$ cat src/rtl/nv_clk_gate_ctrl_if.sv
// Requester-side handshake bundle for the clock-gate controller.
// The requesters drive busy/wake; the controller returns per-requester grants.
interface nv_clk_gate_ctrl_if #(
    parameter int NREQ = 4
);
    logic [NREQ-1:0] req_busy;
    logic [NREQ-1:0] wake_req;
    logic [NREQ-1:0] wake_ack;

    modport master (output req_busy, output wake_req, input wake_ack);
    modport slave  (input req_busy, input wake_req, output wake_ack);
endinterface

$ cat src/rtl/nv_clk_gate_ctrl.sv
// Idle-driven clock-gate controller: gates one clock domain after a programmable
// quiet period and re-enables it with a fixed settle delay before granting wakes.
module nv_clk_gate_ctrl #(
    parameter int NREQ     = 4,
    parameter int IDLE_W   = 8,
    parameter int WAKE_CYC = 2
) (
    input  logic                 clk,
    input  logic                 reset,
    input  logic                 cfg_cg_disable,
    input  logic [IDLE_W-1:0]    cfg_idle_thresh,
    nv_clk_gate_ctrl_if.slave    bus,
    output logic                 clk_en,
    output logic [1:0]           cg_state,
    output logic [15:0]          cg_gated_cnt
);
    typedef enum logic [1:0] {
        RUN       = 2'd0,
        IDLE_WAIT = 2'd1,
        GATED     = 2'd2,
        WAKE      = 2'd3
    } state_t;

    state_t            r_state;
    state_t            w_state_nxt;
    logic [IDLE_W-1:0] r_idle_cnt;
    logic [IDLE_W-1:0] w_idle_nxt;
    logic [3:0]        r_wake_cnt;
    logic [3:0]        w_wake_nxt;
    logic [15:0]       r_gated_cnt;
    logic              w_act;
    logic              w_gate_entry;

    assign w_act = (|bus.req_busy) | (|bus.wake_req) | cfg_cg_disable;

    always_comb begin
        w_state_nxt  = r_state;
        w_idle_nxt   = r_idle_cnt;
        w_wake_nxt   = r_wake_cnt;
        w_gate_entry = 1'b0;
        case (r_state)
            RUN: begin
                if (!w_act) begin
                    w_state_nxt = IDLE_WAIT;
                    w_idle_nxt  = '0;
                end
            end
            IDLE_WAIT: begin
                // Activity wins over an expiring threshold.
                if (w_act) begin
                    w_state_nxt = RUN;
                    w_idle_nxt  = '0;
                end else if (r_idle_cnt >= cfg_idle_thresh) begin
                    w_state_nxt  = GATED;
                    w_gate_entry = 1'b1;
                end else begin
                    w_idle_nxt = r_idle_cnt + 1'b1;
                end
            end
            GATED: begin
                if (w_act) begin
                    w_state_nxt = WAKE;
                    w_wake_nxt  = 4'(WAKE_CYC - 1);
                end
            end
            WAKE: begin
                // Settle runs to completion even if the request has gone away.
                if (r_wake_cnt == 4'd0) begin
                    w_state_nxt = RUN;
                end else begin
                    w_wake_nxt = r_wake_cnt - 1'b1;
                end
            end
            default: w_state_nxt = RUN;
        endcase
    end

    always_ff @(posedge clk) begin
        if (reset) begin
            r_state     <= RUN;
            r_idle_cnt  <= '0;
            r_wake_cnt  <= '0;
            r_gated_cnt <= '0;
        end else begin
            r_state    <= w_state_nxt;
            r_idle_cnt <= w_idle_nxt;
            r_wake_cnt <= w_wake_nxt;
            if (w_gate_entry && (r_gated_cnt != 16'hFFFF)) begin
                r_gated_cnt <= r_gated_cnt + 16'd1;
            end
        end
    end

    // Enable comes from the state register alone so the gate cell never sees input glitches.
    assign clk_en       = (r_state != GATED);
    assign cg_state     = r_state;
    assign cg_gated_cnt = r_gated_cnt;
    assign bus.wake_ack = bus.wake_req & {NREQ{(r_state == RUN) && !reset}};
endmodule

$ cat src/flat_wrapper.sv
// flat-port wrapper written by rule: the top's interface ports become plain ports
module nv_clk_gate_ctrl_flat 
#(
    parameter int NREQ     = 4,
    parameter int IDLE_W   = 8,
    parameter int WAKE_CYC = 2
)
  (clk, reset, cfg_cg_disable, cfg_idle_thresh, clk_en, cg_state, cg_gated_cnt, bus_req_busy, bus_wake_req, bus_wake_ack);
  nv_clk_gate_ctrl_if #(.NREQ(NREQ)) bus_i ();
  input  logic clk;
  input  logic reset;
  input  logic cfg_cg_disable;
  input  logic [IDLE_W-1:0] cfg_idle_thresh;
  output logic clk_en;
  output logic [1:0] cg_state;
  output logic [15:0] cg_gated_cnt;
  input wire logic [$bits(bus_i.req_busy)-1:0] bus_req_busy;
  input wire logic [$bits(bus_i.wake_req)-1:0] bus_wake_req;
  output wire logic [$bits(bus_i.wake_ack)-1:0] bus_wake_ack;
  assign bus_i.req_busy = bus_req_busy;
  assign bus_i.wake_req = bus_wake_req;
  assign bus_wake_ack = bus_i.wake_ack;
  nv_clk_gate_ctrl #(.NREQ(NREQ), .IDLE_W(IDLE_W), .WAKE_CYC(WAKE_CYC)) u_core (.clk(clk), .reset(reset), .cfg_cg_disable(cfg_cg_disable), .cfg_idle_thresh(cfg_idle_thresh), .bus(bus_i), .clk_en(clk_en), .cg_state(cg_state), .cg_gated_cnt(cg_gated_cnt));
endmodule
$ cat config.mk
export PLATFORM = sky130hd
export DESIGN_NAME = nv_clk_gate_ctrl_flat
export DESIGN_NICKNAME = d
export VERILOG_FILES = /design/src/rtl/nv_clk_gate_ctrl_if.sv /design/src/rtl/nv_clk_gate_ctrl.sv /design/src/flat_wrapper.sv
export SDC_FILE = /design/constraint.sdc
export NUM_CORES = 1
export LEC_CHECK = 0
export CORE_MARGIN = 4
export CORE_UTILIZATION = 40
export DETAILED_ROUTE_END_ITERATION = 8
export DONT_BUFFER_PORTS = 1
export GPL_ROUTABILITY_DRIVEN = 0
export GPL_TIMING_DRIVEN = 0
export PLACE_DENSITY = 0.61
export SLEW_MARGIN = 20
export SYNTH_ARGS = -nofsm -noshare
export SYNTH_HDL_FRONTEND = slang
export SYNTH_SLANG_ARGS = --single-unit
$ cat constraint.sdc
create_clock -name clk -period 2.3 [get_ports clk]
set_clock_uncertainty 0.2 [all_clocks]
set_input_delay 0.115 -clock clk [delete_from_list [all_inputs] [get_ports clk]]
set_output_delay 0.115 -clock clk [all_outputs]
set_load 0.005 [all_outputs]
==> After elaboration in Yosys (flattened, before gate mapping) <==
Index checks and enable logic that the tools add are counted.
{ "totals": {"elab_cells": 50, "inputBits": 19, "out_inout_bits": 23, "ff_bits": 30} }
{ "classes": {"n_lt_le_gt_ge": 1, "addsub": 3, "bitwise_logic": 3, "mux": 16, "eq_ne": 11, "reduce_logical": 12} }
{ "ops": {"columns": ["op", "n"], "rows": [
  ["8-bit 2-to-1 mux", 3],
  ["16-bit by 1-bit adder with 16-bit output (second input constant)", 1],
  ["16-bit inequality test (second input constant)", 1],
  ["8-bit one-hot mux with 2 select lines", 1],
  ["2-bit 2-to-1 mux", 5],
  ["8-bit by 1-bit adder with 8-bit output (second input constant)", 1],
  ["8-bit >= comparator", 1],
  ["4-bit 2-to-1 mux", 2],
  ["2-bit one-hot mux with 4 select lines", 1],
  ["4-bit one-hot mux with 2 select lines", 1],
  ["4-bit OR reduction", 2],
  ["2-bit inequality test (second input constant)", 3],
  ["3-bit AND reduction", 2],
  ["4-bit bitwise AND", 1],
  ["2-bit equality test (second input constant)", 2],
  ["4-bit logical NOT", 1],
  ["2-bit by 1-bit inequality test with 1-bit output (second input constant)", 2],
  ["4-bit AND reduction", 1],
  ["2-bit nonzero test", 2],
  ["4-bit by 1-bit subtractor with 4-bit output (second input constant)", 1],
  ["1-bit 2-to-1 mux", 3],
  ["3-bit by 1-bit inequality test with 1-bit output (second input constant)", 1],
  ["3-bit by 2-bit inequality test with 1-bit output (second input constant)", 1],
  ["2-bit by 1-bit equality test with 1-bit output (second input constant)", 1],
  ["4 further kinds", 6]
]} }

==> Logic depth before layout (Yosys ltp) <==
{ "logic_depth": {"depth_word": 6, "ltp_mapped": 9} }

==> Worst setup path before layout <==
No wires, ideal clock.
{ "synth_path": {"path_type": "register to register", "startpoint": "register u_core.r_idle_cnt[4]", "endpoint": "register u_core.r_gated_cnt[3], in the netlist u_core.cg_gated_cnt[3]", "setup_time_ps": 70, "stages_incl_launch_ff": 9, "t_required_ps": 2030, "t_arrival_ps": 2058, "slack_ps": -29, "cell_sequence": "dfxtp_1 ha_1 o21a_1 a21oi_1 a211o_1 a221o_1 buf_2 or3_1 a21oi_1"} }
{ "synth_between": {"elab_chain_len": 5} }
{ "synth_rtl": {"columns": ["element", "line_no", "rtl"], "rows": [
  ["from (decl)", "nv_clk_gate_ctrl.sv:26", "logic [IDLE_W-1:0] r_idle_cnt;"],
  ["from (signal assigned)", "nv_clk_gate_ctrl.sv:86", "r_idle_cnt <= w_idle_nxt;"],
  ["8-bit >= comparator", "nv_clk_gate_ctrl.sv:53", "end else if (r_idle_cnt >= cfg_idle_thresh) begin"],
  ["1-bit 2-to-1 mux", "nv_clk_gate_ctrl.sv:53", null],
  ["1-bit 2-to-1 mux", "nv_clk_gate_ctrl.sv:50", "if (w_act) begin"],
  ["1-bit 2-to-1 mux", "nv_clk_gate_ctrl.sv:41", "case (r_state)"],
  ["1-bit logical AND", "nv_clk_gate_ctrl.sv:88", "if (w_gate_entry && (r_gated_cnt != 16'hFFFF)) begin"],
  ["to (signal assigned)", "nv_clk_gate_ctrl.sv:89", "r_gated_cnt <= r_gated_cnt + 16'd1;"],
  ["to (decl)", "nv_clk_gate_ctrl.sv:30", "logic [15:0] r_gated_cnt;"]
]} }
No other way between the ends.
A chain may end at the register's enable or synchronous reset.

==> Final worst setup path <==
{ "layout_path": {"startpoint": "register u_core.r_idle_cnt[4]", "endpoint": "register u_core.r_gated_cnt[5], in the netlist u_core.cg_gated_cnt[5]"} }
Same word-level chain as after synthesis.

==> flow_summary.rst <==
.. list-table::
   :header-rows: 1

   * - Metric
     - Value
   * - Run status
     - finished with violations
   * - Violated checks
     - negative setup slack
   * - Fraction of the yosys area taken by sequential cells
     - 33.13%
   * - Inserted Clock Buffers
     - 5
   * - Maximum operating frequency
     - 0.4120 GHz
   * - Vias in the first global route
     - 1517
   * - Final hold violations
     - 0
   * - Total leakage power
     - 0.8295 nW
   * - ANT cells
     - 0
   * - Post-Layout Cell Count
     - 296
   * - Horizontal extent of the die
     - approximately 75 um
   * - Pin count of the biggest net entering global routing
     - 11
   * - Fill cell total of the finished layout
     - 407
   * - Flop2flop setup slack
     - -0.13 ns
   * - Register area
     - 615.6 um^2
   * - First-pass GRT wire length
     - 7.100 mm
   * - Required arrival time at the worst endpoint
     - roughly 2.3 ns
   * - Portion of the clock cycle consumed by the worst path in the final layout
     - 105.5%
   * - Drt wl/cell
     - 15.21 um
   * - Critical path peak fanout
     - 8
   * - Placeable core region
     - 0.004384 mm^2
   * - Final setup violating endpoints
     - 10
   * - Placement-stage cell area
     - 0.001878 mm^2
   * - Crit Path Category
     - register to register
   * - Largest vdd supply drop
     - between 0.3 and 0.4 mV
   * - Overall global routing resource usage
     - 16.33%
   * - Clock Tree Root
     - sky130_fd_sc_hd__clkbuf_8
   * - Number of detailed-route iterations in the first pass
     - 4
   * - Fin worst setup slack
     - -0.1269 ns
   * - Later-pin clock latency in the skew report
     - 0.29 ns
   * - Unrepaired setup endpoints after global routing
     - yes
   * - Area of the multi-input gates
     - 0.001229 mm^2
   * - Number of remaining DRC errors
     - 0
   * - Antenna violations before repair
     - 0
   * - Critical Path Sink
     - u_core.cg_gated_cnt[5]
   * - Critical Path Source Type
     - register
   * - DR vias
     - about 1700
   * - Setup total negative slack
     - -0.5612 ns
   * - Post-placement setup slack
     - -0.2504 ns
   * - Number of top-level pins
     - between 40 and 50
   * - Initial Utilization
     - 41.35%
   * - Number of enable flip-flop cells after synthesis
     - 0
   * - Hold Path Class
     - input port to register
   * - Total non-filler cell area in the finished layout
     - 0.002250 mm^2
   * - Quantity of I/O buffers inserted on ports
     - 0
   * - Clock-pin slew reported for the worst setup and hold paths after clock tree synthesis
     - 0.07 ns
   * - Area of the die
     - 0.005674 mm^2
   * - Number of distinct library cells after synthesis
     - 52
   * - CTS tree
     - done
   * - Final worst path period need
     - 2.427 ns
   * - Row count
     - 24
   * - Critical path capture point type
     - register
   * - GRT Residual Overflow
     - 0
   * - Launch instance of the worst register-to-register path
     - u_core.r_idle_cnt[4]
   * - Final nets
     - 274
   * - Top flip-flop cell by instance count after synthesis
     - sky130_fd_sc_hd__dfxtp_1
   * - Vertical die dimension
     - 75.33 um
   * - Number of buffers on the longest clock path
     - 2
   * - Worst slew margin relative to its limit
     - 58.98%
   * - Synth Net Count
     - approximately 250
   * - Yosys synthesis warning count
     - 0
   * - # H-tree levels
     - 2
   * - Share of post-route cells with drive strength above 1
     - about a quarter
   * - Gate count of the mapped netlist
     - 223
   * - CP Data Arrival Time
     - roughly 2.4 ns
   * - Number of register bits inferred by synthesis
     - 30
   * - Depth of the most critical reg-to-reg path
     - 7
   * - Final Total Pwr
     - ~1.1 mW
   * - Number of cells in the design after placement
     - 275
   * - Vias per Instance
     - 5.649
   * - Area overhead of the layout relative to synthesis
     - 24.09%
   * - Final routed wirelength across all metal layers
     - around 4.5 mm
   * - Antenna violation net count after detailed routing
     - 0
   * - Number of clock sinks
     - 30
   * - Count of final max-slew check failures
     - 0
   * - End of the worst register-to-register path
     - u_core.cg_gated_cnt[5]
   * - Total power divided by cell area
     - 478.0 mW/mm^2
   * - Total of max-cap violations
     - 0
   * - Dpl hpwl
     - 3.164 mm
   * - Number of cells traversed by the worst hold path
     - 6
   * - Initial drt markers
     - 75
   * - Critical Path Source
     - u_core.r_idle_cnt[4]
   * - Share of synthesized flip-flops with an asynchronous set or reset
     - 0%
   * - Actual slew at the worst max-slew pin
     - 0.6153 ns
   * - Average cell area after synthesis
     - 8.130 um^2
   * - Post-synthesis instance area
     - 0.001813 mm^2
==> where the power goes <==
group	total, mW	internal, mW	switching [mW]	leakage [nW]
logic	0.0366	0.0140	0.0226	0.525
clock network	0.522	0.318	0.203	0.0579
registers	0.517	0.517	0.0000158	0.246
total	1.08	0.849	0.226	0.830
==> flip-flops by register name (all words and copies together), names as in the netlist, named ones only <==
signal and count:
u_core.cg_gated_cnt 16, u_core.r_wake_cnt 4, u_core.cg_state 1, u_core.r_idle_cnt 8
==> cell usage in the layout (no fill, tap or decap), types with 8 or more instances in the layout <==
cell                      synthesis  routed
sky130_fd_sc_hd__nand2_1         10      10
sky130_fd_sc_hd__inv_1           17      17
sky130_fd_sc_hd__dfxtp_1         30      22
sky130_fd_sc_hd__ha_1            12      10
sky130_fd_sc_hd__nor3_1           8       8
sky130_fd_sc_hd__nand3_1         11      11
sky130_fd_sc_hd__a21oi_1         12       9
sky130_fd_sc_hd__nor2_1          18      18
sky130_fd_sc_hd__or3_1            9       8
sky130_fd_sc_hd__o21ai_0         15      11
sky130_fd_sc_hd__buf_4            0       8
==> timing repair <==
| item | in CTS | in global routing |
|---|---|---|
| setup endpoints to repair | 24 | 23 |
| hold buffers | 2 | 0 |
| pin swaps | 11 | 4 |
| endpoints found under the hold margin | 10 | 0 |
| resized for setup | 26 | 20 |
| setup buffers | 6 | 3 |
| gates cloned | 1 | 1 |
==> cell type report <==
cell class	count	share of cell area (%)
Tap cell	52	2.892
Clock inverter	3	1.780
Timing Repair Buffer	13	4.505
Sequential cell	30	27.36
Multi-Input combinational cell	167	54.62
Clock buffer	5	3.059
Buffer	9	2.948
Inverter	17	2.836
==> how the worst min path moves through the flow <==
stage,start,end,slack (ns)
2_1_floorplan,reset,u_core.r_idle_cnt[3],0.10
3_3_place_gp,reset,u_core.r_idle_cnt[3],0.11
3_5_place_dp,reset,u_core.r_idle_cnt[3],0.12
4_1_cts,cfg_cg_disable,u_core.r_idle_cnt[3],0.05
5_1_grt,cfg_cg_disable,u_core.r_idle_cnt[4],0.10
6_report,cfg_cg_disable,u_core.r_idle_cnt[4],0.06
==> logic make-up after synthesis <==
logic type               after synthesis  synth area share [%]
adder cells (fa/ha/maj)               12                 8.281
multiplexers                           3                 1.794
buffers and inverters                 26                 6.280
XOR/XNOR                               7                 3.382
AO/OA/AOI/OAI                         54                 20.08
AND/OR/NAND/NOR                       91                 27.05
flip-flops                            30                 33.13
==> stage by stage <==
stage	util [%]	hold WS, ns
2_1_floorplan	-	0.1006
3_3_place_gp	42.84	0.1137
3_5_place_dp	42.84	0.1236
4_1_cts	48.40	0.05254
5_1_grt	51.31	0.1031
6_report	51.31	0.06321
==> cells in the mapped netlist, types with 5 or more instances <==
| library cell | count | area [um^2] |
|---|---|---|
| sky130_fd_sc_hd__nor2_1 | 18 | 67.56 |
| sky130_fd_sc_hd__nand3_1 | 11 | 55.05 |
| sky130_fd_sc_hd__and3_1 | 6 | 37.54 |
| sky130_fd_sc_hd__xnor2_1 | 5 | 43.79 |
| sky130_fd_sc_hd__o21ai_0 | 15 | 75.07 |
| sky130_fd_sc_hd__dfxtp_1 | 30 | 600.6 |
| sky130_fd_sc_hd__nor3_1 | 8 | 40.04 |
| sky130_fd_sc_hd__and2_1 | 5 | 31.28 |
| sky130_fd_sc_hd__inv_1 | 17 | 63.81 |
| sky130_fd_sc_hd__nand2_1 | 10 | 37.54 |
| sky130_fd_sc_hd__ha_1 | 12 | 150.1 |
| sky130_fd_sc_hd__a21oi_1 | 12 | 60.06 |
| sky130_fd_sc_hd__or3_1 | 9 | 56.30 |
==> routing by layer <==
| layer | vias to the layer above | track usage (%) | wire (um) | share of wire (%) |
|---|---|---|---|---|
| met5 | - | 0 | 0 | 0 |
| li1 | 851 | - | - | - |
| met3 | 7 | 5.673 | 275 | 6.1 |
| met4 | 0 | 5.825 | 77 | 1.7 |
| met2 | 37 | 24.35 | 2098 | 47 |
| met1 | 777 | 21.93 | 2049 | 46 |
==> worst max-delay path, cell delays in order, from the launching register on <==
cell	delay [ns]
sky130_fd_sc_hd__dfxtp_4	0.36
sky130_fd_sc_hd__ha_4	0.25
sky130_fd_sc_hd__o21a_1	0.11
sky130_fd_sc_hd__a21oi_1	0.05
sky130_fd_sc_hd__a211o_1	0.29
sky130_fd_sc_hd__a221o_2	0.46
sky130_fd_sc_hd__or4_4	0.51
sky130_fd_sc_hd__a21oi_2	0.13
Note: power is estimated with default switching activity, not from simulation.
